===== src/rtl/fxpt_pkg.sv =====
// Shared Q12.12 fixed-point types and constants for the divider front end.
package fxpt_pkg;

  localparam int FXPT_W    = 24;
  localparam int FXPT_FRAC = 12;

  typedef logic signed [FXPT_W-1:0] fxpt_t;

  localparam fxpt_t FXPT_MAX = 24'h7FFFFF;
  localparam fxpt_t FXPT_MIN = 24'h800000;

  // DRAIN waits out stale divider results, because the divider itself is never reset.
  typedef enum logic {
    ST_DRAIN = 1'b0,
    ST_RUN   = 1'b1
  } issue_state_e;

endpackage


===== src/rtl/fxpt_sync_fifo.sv =====
// First-word-fall-through synchronous FIFO with asynchronous active-high reset.
// Writes while full and reads while empty are ignored.
module fxpt_sync_fifo #(
  parameter int WIDTH = 8,
  parameter int DEPTH = 16
) (
  input  logic             clk,
  input  logic             rst,
  input  logic             push,
  input  logic [WIDTH-1:0] din,
  input  logic             pop,
  output logic [WIDTH-1:0] dout,
  output logic             empty
);

  localparam int ADDR_W = $clog2(DEPTH);

  logic [WIDTH-1:0] mem [DEPTH];
  logic [ADDR_W:0]  wr_ptr;
  logic [ADDR_W:0]  rd_ptr;
  logic             full;

  // Pointers carry one extra wrap bit so full and empty can be told apart.
  assign empty = (wr_ptr == rd_ptr);
  assign full  = (wr_ptr[ADDR_W] != rd_ptr[ADDR_W]) &&
                 (wr_ptr[ADDR_W-1:0] == rd_ptr[ADDR_W-1:0]);
  assign dout  = mem[rd_ptr[ADDR_W-1:0]];

  always_ff @(posedge clk or posedge rst) begin
    if (rst) begin
      wr_ptr <= '0;
      rd_ptr <= '0;
      for (int i = 0; i < DEPTH; i++) begin
        mem[i] <= '0;
      end
    end else begin
      if (push && !full) begin
        mem[wr_ptr[ADDR_W-1:0]] <= din;
        wr_ptr                  <= wr_ptr + 1'b1;
      end
      if (pop && !empty) begin
        rd_ptr <= rd_ptr + 1'b1;
      end
    end
  end

endmodule


===== src/rtl/fxpt_div_issue.sv =====
// Tagged, credit-based front end for the fixed-latency fxpt_div divider.
// Optional statistics counters are built when FXPT_DIV_ISSUE_STATS_EN is defined.
module fxpt_div_issue
  import fxpt_pkg::*;
#(
  parameter int DATA_W       = FXPT_W,
  parameter int FRAC_W       = FXPT_FRAC,
  parameter int TAG_W        = 8,
  parameter int DEPTH        = 16,
  parameter int DRAIN_CYCLES = 32
) (
  input  logic              clk,
  input  logic              rst,
  input  logic              in_valid,
  output logic              in_ready,
  input  logic [DATA_W-1:0] in_dividend,
  input  logic [DATA_W-1:0] in_divisor,
  input  logic [TAG_W-1:0]  in_tag,
  output logic              div_divisor_tvalid,
  output logic              div_dividend_tvalid,
  output logic [DATA_W-1:0] div_divisor,
  output logic [DATA_W-1:0] div_dividend,
  input  logic              div_tvalid,
  input  logic [DATA_W-1:0] div_result,
  output logic              out_valid,
  input  logic              out_ready,
  output logic [DATA_W-1:0] out_result,
  output logic [TAG_W-1:0]  out_tag,
  output logic              out_dz,
  output logic              busy,
  output logic              err_orphan,
  output logic [31:0]       stat_issued,
  output logic [31:0]       stat_stall,
  output logic [31:0]       stat_dz
);

  localparam int CRED_W  = $clog2(DEPTH + 1);
  localparam int DRAIN_W = $clog2(DRAIN_CYCLES + 1);
  localparam int TAGQ_W  = TAG_W + 3;
  localparam int RESQ_W  = DATA_W + TAG_W + 1;

  localparam logic [DATA_W-1:0] SAT_MAX = {1'b0, {(DATA_W-FRAC_W-1){1'b1}}, {FRAC_W{1'b1}}};
  localparam logic [DATA_W-1:0] SAT_MIN = {1'b1, {(DATA_W-FRAC_W-1){1'b0}}, {FRAC_W{1'b0}}};

  issue_state_e       state;
  logic [DRAIN_W-1:0] drain_cnt;
  logic [CRED_W-1:0]  credits;
  logic               issue_vld;

  logic               accept;
  logic               out_fire;
  logic               ret;
  logic               orphan;

  logic [TAGQ_W-1:0]  tag_din;
  logic [TAGQ_W-1:0]  tag_head;
  logic               tag_empty;
  logic [RESQ_W-1:0]  res_head;
  logic               res_empty;
  logic [DATA_W-1:0]  res_sat;

  assign in_ready = (state == ST_RUN) && (credits != '0);
  assign accept   = in_valid && in_ready;
  assign out_fire = out_valid && out_ready;
  assign ret      = (state == ST_RUN) && div_tvalid && !tag_empty;
  assign orphan   = (state == ST_RUN) && div_tvalid && tag_empty;

  always_ff @(posedge clk or posedge rst) begin
    if (rst) begin
      state      <= ST_DRAIN;
      drain_cnt  <= '0;
      err_orphan <= 1'b0;
    end else begin
      case (state)
        ST_DRAIN: begin
          if (drain_cnt == DRAIN_W'(DRAIN_CYCLES - 1)) begin
            state <= ST_RUN;
          end else begin
            drain_cnt <= drain_cnt + 1'b1;
          end
        end
        ST_RUN: begin
          if (orphan) begin
            err_orphan <= 1'b1;
          end
        end
        default: state <= ST_DRAIN;
      endcase
    end
  end

  // A credit covers a request from acceptance until its result leaves the output buffer.
  always_ff @(posedge clk or posedge rst) begin
    if (rst) begin
      credits <= CRED_W'(DEPTH);
    end else begin
      if (accept && !out_fire) begin
        credits <= credits - 1'b1;
      end else if (out_fire && !accept && (credits != CRED_W'(DEPTH))) begin
        credits <= credits + 1'b1;
      end
    end
  end

  always_ff @(posedge clk or posedge rst) begin
    if (rst) begin
      issue_vld    <= 1'b0;
      div_dividend <= '0;
      div_divisor  <= '0;
    end else begin
      issue_vld <= accept;
      if (accept) begin
        div_dividend <= in_dividend;
        div_divisor  <= in_divisor;
      end
    end
  end

  assign div_dividend_tvalid = issue_vld;
  assign div_divisor_tvalid  = issue_vld;
  assign busy                = (credits != CRED_W'(DEPTH)) || issue_vld;

  assign tag_din = {in_tag, (in_divisor == '0), in_dividend[DATA_W-1], (in_dividend == '0)};

  fxpt_sync_fifo #(
    .WIDTH (TAGQ_W),
    .DEPTH (DEPTH)
  ) u_tag_fifo (
    .clk   (clk),
    .rst   (rst),
    .push  (accept),
    .din   (tag_din),
    .pop   (ret),
    .dout  (tag_head),
    .empty (tag_empty)
  );

  // Zero divisors still go through the divider; the quotient is replaced here.
  always_comb begin
    res_sat = div_result;
    if (tag_head[2]) begin
      if (tag_head[0]) begin
        res_sat = '0;
      end else if (tag_head[1]) begin
        res_sat = SAT_MIN;
      end else begin
        res_sat = SAT_MAX;
      end
    end
  end

  fxpt_sync_fifo #(
    .WIDTH (RESQ_W),
    .DEPTH (DEPTH)
  ) u_res_fifo (
    .clk   (clk),
    .rst   (rst),
    .push  (ret),
    .din   ({res_sat, tag_head[TAGQ_W-1:3], tag_head[2]}),
    .pop   (out_fire),
    .dout  (res_head),
    .empty (res_empty)
  );

  assign out_valid                    = !res_empty;
  assign {out_result, out_tag, out_dz} = res_head;

`ifdef FXPT_DIV_ISSUE_STATS_EN
  always_ff @(posedge clk or posedge rst) begin
    if (rst) begin
      stat_issued <= '0;
      stat_stall  <= '0;
      stat_dz     <= '0;
    end else begin
      if (accept) begin
        stat_issued <= stat_issued + 32'd1;
      end
      if (accept && (in_divisor == '0)) begin
        stat_dz <= stat_dz + 32'd1;
      end
      if ((state == ST_RUN) && in_valid && !in_ready) begin
        stat_stall <= stat_stall + 32'd1;
      end
    end
  end
`else
  assign stat_issued = '0;
  assign stat_stall  = '0;
  assign stat_dz     = '0;
`endif

endmodule


===== config.mk =====
export PLATFORM = sky130hd
export DESIGN_NAME = fxpt_div_issue
export DESIGN_NICKNAME = d
export VERILOG_FILES = /design/src/rtl/fxpt_pkg.sv /design/src/rtl/fxpt_sync_fifo.sv /design/src/rtl/fxpt_div_issue.sv
export SDC_FILE = /design/constraint.sdc
export NUM_CORES = 2
export LEC_CHECK = 0
export ABC_CLOCK_PERIOD_IN_PS = 18300
export CORE_MARGIN = 5
export CORE_UTILIZATION = 54
export CTS_CLUSTER_DIAMETER = 60
export DETAILED_ROUTE_END_ITERATION = 7
export GPL_TIMING_DRIVEN = 0
export PLACE_DENSITY = 0.87
export SYNTH_ARGS = -nofsm -noshare
export SYNTH_HDL_FRONTEND = slang
export SYNTH_HIERARCHICAL = 1
export SYNTH_SLANG_ARGS = --single-unit

===== constraint.sdc =====
create_clock -name clk -period 18.3 [get_ports clk]
set_clock_uncertainty 0.15 [all_clocks]
set_input_delay 2.745 -clock clk [delete_from_list [all_inputs] [get_ports clk]]
set_output_delay 2.745 -clock clk [all_outputs]
set_load 0.03 [all_outputs]

# Word-level counts from Yosys, hierarchy flattened
# Cells that the tools add are included.
dict set report totals {
  mem_bits_rw 0
  mem_bits_ro 0
  inputBits 85
  wordCells 119
  output_inout_bits 183
  latch_bits 0
  memories 0
  regBits 786
}
dict set report op_classes {
  mux 19
  multipliers 0
  order_cmp 6
  n_bitwise 6
  n_eq_ne 8
  n_addsub 7
  shifts 0
  reduce_logical 30
  n_div 0
}
# cell count
set op_table {}
lappend op_table {{bitwise mux 528 bit} 1}
lappend op_table {{bitwise mux 176 bit} 1}
lappend op_table {{binary-select mux 33 bit (select 4 bit)} 1}
lappend op_table {{demux 33 bit (select 4 bit)} 1}
lappend op_table {{two-way mux 33 bit} 3}
lappend op_table {{two-way mux 24 bit} 3}
lappend op_table {{logical NOT 24 bit} 2}
lappend op_table {{binary-select mux 11 bit (select 4 bit)} 1}
lappend op_table {{demux 11 bit (select 4 bit)} 1}
lappend op_table {{two-way mux 11 bit} 3}
lappend op_table {{adder 5 x 1 -> 5 bit, second input constant} 5}
lappend op_table {{greater-or-equal comparator 5 bit, second input constant} 4}
lappend op_table {{inverter 4 -> 5 bit} 4}
lappend op_table {{logical AND 1 bit} 17}
lappend op_table {{equality test 5 bit} 2}
lappend op_table {{< comparator 5 x 1 -> 1 bit, second input constant} 2}
lappend op_table {{two-way mux 5 bit} 2}
lappend op_table {{equality test 4 bit} 2}
lappend op_table {{adder 6 x 1 -> 6 bit, second input constant} 1}
lappend op_table {{equality test 6 x 5 -> 1 bit, second input constant} 1}
lappend op_table {{logical NOT 1 bit} 6}
lappend op_table {{!= test 5 bit, second input constant} 1}
lappend op_table {{nonzero test 5 bit} 1}
lappend op_table {{subtractor 5 x 1 -> 5 bit, second input constant} 1}
lappend op_table {{other kinds (6)} 10}

# Logic depth before layout (Yosys ltp)
dict set report depth {
  word_depth 8
  ltp_mapped 13
  depth_no_buf 12
}

# Modules after synthesis
# The synthesis kept the hierarchy.
# mod area_each_um2 instances cells_each
set by_module_without_submodules {}
lappend by_module_without_submodules {{fxpt_sync_fifo (u_res_fifo)} 24885.1 1 1657}
lappend by_module_without_submodules {{fxpt_sync_fifo (u_tag_fifo)} 8817.2 1 613}
lappend by_module_without_submodules {fxpt_div_issue 3617.2 1 439}

# Least setup slack after synthesis
# No wires, ideal clock.
dict set report synth_timing {
  path_type {reg-to-output}
  startpoint {register u_res_fifo.rd_ptr[0]}
  endpoint {output port out_result[18]}
  t_arrival_ns 1.913
  setup_slack_ns 13.492
  path_stages_with_launch 7
  n_path_buf 3
  path_cell_list {dfrtp_1 > buf_2 > buf_2 > clkbuf_1 > mux4_2 > o211ai_1 > nand2_1}
}
dict set report synth_via {
  elab_chain_len 4
}
# item line
set synth_lines {}
lappend synth_lines {{start, declared} fxpt_sync_fifo.sv:20} ;# logic [ADDR_W:0] rd_ptr;
lappend synth_lines {{start signal, assigned} fxpt_sync_fifo.sv:42} ;# rd_ptr <= rd_ptr + 1'b1;
lappend synth_lines {{inverter 4 -> 5 bit (implied by the code)} fxpt_sync_fifo.sv:27} ;# assign dout = mem[rd_ptr[ADDR_W-1:0]];
lappend synth_lines {{binary-select mux 33 bit (select 4 bit)} fxpt_sync_fifo.sv:27}
lappend synth_lines {{two-way mux 33 bit (implied by the code) (2 in series)} fxpt_sync_fifo.sv:27}
lappend synth_lines {{end, declared} fxpt_div_issue.sv:27} ;# output logic [DATA_W-1:0] out_result,
# Every way passes these cells. The select of a mux whose other input is x is not followed.

# Worst setup path in the final report
dict set report layout_timing {
  startpoint {register u_res_fifo.rd_ptr[0]}
  endpoint {output port out_result[23]}
}
# The elaborated chain is that of the path after synthesis.

==> results.py <==
metrics = {
    "synth": {
        "synthSimpleGateAreaFrac": 0.0329,
        "yosys-top-cells-area": "dfrtp_1 53%, mux2_2 20%, mux4_2 5.3%, mux2i_1 4.7%, buf_4 2.3%",
        "synth_edf_count": 0,
        "synthDistinctLibCells": 57,
        "synth_fa_ha_area_frac": 0.00523,
        "synth_flop_cell": "dfrtp_1",
        "netlist_instances": 2709,
        "synth_compound_area_frac": 0.0511,
        "syn_area_mm2": 0.0373,
        "seq_area_frac_synth": 0.527,
        "synth-async-reset-ratio": 1.00,
        "synth_seq_cells": 786,
        "yosys.area.top_type": "dfrtp_1",
        "avgSynthCellArea_um2": 13.8,
        "synth-xor-area-share": 0.00862,
        "synthMuxAreaShare": 0.318,
        "yosys_warnings": 6,
        "netlist.area_leader.share": 0.526,
        "synth_top_family_by_area": "multiplexers",
    },
    "layout": {
        "design_area_mm2": 0.0436,
        "drive_above_1_share": 0.374,
        "num_antenna_cells": 0,
        "final_util": 0.635,
        "finalNetCount": 3165,
        "layout_common_cells": "785 x dfrtp_1, 670 x mux2_2, 202 x nand2_1, 177 x mux2i_1, 171 x clkdlybuf4s50_1",
        "area_growth_pct": 16.7,
        "final_common_cell": "dfrtp_1",
        "seq_area_mm2": 0.0197,
        "multi_input_area_mm2": 0.0159,
        "num-fill-cells": 4858,
    },
    "global_route": {
        "grt_max_degree": 130,
        "grt_pass1_vias": 25300,
        "grt_use_total": 0.250,
        "grt_first_pass_wirelength_um": 148000,
        "overflow": 0,
        "antenna_found_initial": 0,
    },
    "timing": {
        "relSlewSlack": 0.291,
        "max_freq_mhz": 142,
        "period_share": 0.385,
        "tightest_slew_ns": 1.06,
        "setup_viol": 0,
        "holdWs_ns": 0.322,
        "timing.final.ws_setup_ns": 11.26,
        "min_period_ns": 7.04,
        "finalMaxSlewViolations": 0,
        "finalHoldViolCount": 0,
        "rsz0062_at_grt": "false",
    },
    "worst_setup_path": {
        "regToRegSetupSlack_ns": 13.13,
        "critPathSlowestCell": "clkbuf_1",
        "path_class": "reg -> out",
        "crit_top_cell": "buf_2",
        "crit_family": "buffers and inverters",
        "worstPathRequired_ns": 15.41,
        "reg2reg_depth": 12,
        "startpoint_type": "flip-flop",
        "timing.rr.end": "u_res_fifo/mem[447]",
        "critPathArrivalTime_ns": 4.14,
        "cp_cell_sequence": "buf_2, buf_2, clkbuf_1, mux2i_1, a22oi_1, o211ai_1, nand2_1, clkdlybuf4s50_1",
        "cp_max_fo": 10,
        "crit_buf_inv": 4,
        "critPathCaptureType": "primary output",
        "max_stage_delay_ns": 0.74,
        "reg2reg_from": "u_tag_fifo/rd_ptr[0]",
    },
    "clocking": {
        "cts_tree": "yes",
        "ctsResizeCount": 0,
        "htree_levels": 3,
        "clk_pin_slew_ns": 0.06,
        "holdBufCountCts": 0,
        "post_cts_buffers": 0,
        "numCtsBuffers": 82,
        "worstSkewPairLatency_ns": 0.63,
        "clock_path_buffers": 3,
        "cts.sinks": 786,
        "cts_root_buffer": "clkbuf_16",
    },
    "power": {
        "p_sw_w": 0.00286,
        "p_leak_nw": 20.8,
        "internal_power_w": 0.00471,
        "p_sw_frac": 0.378,
        "seqPwrFrac": 0.342,
        "combinationalPowerShare": 0.429,
        "power_density_mw_per_mm2": 174,
        "peakVddDrop_v": 0.000106,
        "fin_total_pwr_w": 0.00757,
        "clockPowerShare": 0.229,
    },
    "worst_hold_path": {
        "min_to": "div_divisor[21]",
        "hp-class": "reg -> reg",
        "holdCritStartpoint": "div_divisor[21]",
        "whs_path_depth": 2,
    },
    "routing": {
        "drt_first_pass_iters": 5,
        "vias": 23800,
        "routedWlPerCell_um": 23.1,
        "drc": 0,
        "via_per_inst": 5.86,
        "antenna_left": 0,
        "wl_um": 93600,
        "drt-initial-drc-count": 1996,
    },
    "floorplan": {
        "rows": 96,
        "die_w_um": 273,
        "num_io_pins": 268,
        "initial_core_util": 0.544,
        "die_area_mm2": 0.0745,
        "die-height_um": 273,
        "core_area_mm2": 0.0686,
    },
    "place": {
        "gp_congestion": 0.836,
        "port_buffers": 171,
        "dpl.hpwl_um": 63800,
        "place_area_mm2": 0.0407,
        "place_ws_ns": 12.00,
    },
    "job": {
        "drv_cap": 0,
    },
    "outcome": {
        "outcome": "finished, final reports clean",
    },
}
==> power by group through the flow <==
stage	combinational, W	clock (W)	sequential (W)
6_report	0.00325	0.00173	0.00259
5_1_grt	0.00345	0.00182	0.00264
4_1_cts	0.00324	0.00176	0.00258
3_5_place_dp	0.00319	0	0.00259
3_3_place_gp	0.00310	0	0.00256
2_1_floorplan	0.00220	0	0.00255
==> sequential cells by signal, indices dropped and copies added (netlist names) <==
name                 flops
credits                  5
div_dividend            24
div_dividend_tvalid      1
div_divisor             24
drain_cnt                6
err_orphan               1
state                    1
u_res_fifo/mem         528
u_res_fifo/rd_ptr        5
u_res_fifo/wr_ptr        5
u_tag_fifo/mem         176
u_tag_fifo/rd_ptr        5
u_tag_fifo/wr_ptr        5
==> how the worst max path moves through the flow <==
stage	cells after the start	slack, ns	start	endpoint
final	8	11.26	u_res_fifo/rd_ptr[0]	out_result[23]
after global placement	2	-5.56	rst	u_res_fifo/mem[506]
after floorplan	1	0.37	rst	u_res_fifo/mem[0]
after global routing	8	11.11	u_res_fifo/rd_ptr[0]	out_dz
after CTS	8	11.25	u_res_fifo/rd_ptr[0]	out_dz
after detailed placement	8	12.00	u_res_fifo/rd_ptr[0]	out_result[23]
==> kinds of logic (layout without fill, tap and decap cells) <==
group	count (synthesis)	after routing
mux	976	976
simple gates	283	283
other cells	1	96
fa+ha+maj	15	15
flops	786	786
compound gates	259	259
buf+inv	354	680
xor+xnor	35	35
==> layer usage <==
layer / track usage / up-vias / share of wire
li1: - / 10300 / -
met1: 0.331 / 12500 / 0.41
met2: 0.426 / 783 / 0.50
met3: 0.0422 / 211 / 0.055
met4: 0.0827 / 0 / 0.034
met5: 0 / - / 0
==> final cells by class <==
class                           count  share of cell area
Inverter                           38             0.00362
Multi-Input combinational cell   1664               0.365
Sequential cell                   786               0.452
Clock buffer                      128              0.0585
Tap cell                          931              0.0267
Timing Repair Buffer              177              0.0429
Buffer                            316              0.0454
Clock inverter                     21             0.00669
==> worst reg2reg max path, stage by stage (launching register included) <==
cell and delay (ns):
dfrtp_1 0.34, buf_2 0.21, buf_2 0.38, buf_4 0.32, mux2i_1 0.31, a22oi_1 0.18, o211ai_1 0.17, nand2_1 0.57
nand2_1 0.63, clkbuf_1 0.54, o21ai_0 0.55, clkbuf_1 0.36, mux2_2 0.35
==> synth_stat cells (all sizes together) (2+ instances only) <==
cell / count
buf: 211
and4: 2
nand3: 20
mux2i: 177
ha: 14
xnor2: 24
a211oi: 2
o211ai: 48
clkbuf: 105
nor4: 13
o21a: 2
mux2: 711
inv: 38
a21oi: 30
o2111ai: 6
nand2: 202
nand4: 11
nor2: 13
mux4: 88
xor2: 11
nor3: 2
o21ai: 76
and3: 3
and2: 4
a21o: 2
nor2b: 7
a221oi: 44
dfrtp: 785
a22oi: 44
==> stage by stage <==
stage,setup TNS (ns),std cells
global placement,-2961.47,3906
global route,0,4061
finish,0,4061
floorplan,0,2804
CTS,0,4061
detailed placement,0,3912
No activity file was read; power rests on OpenSTA's default activity.
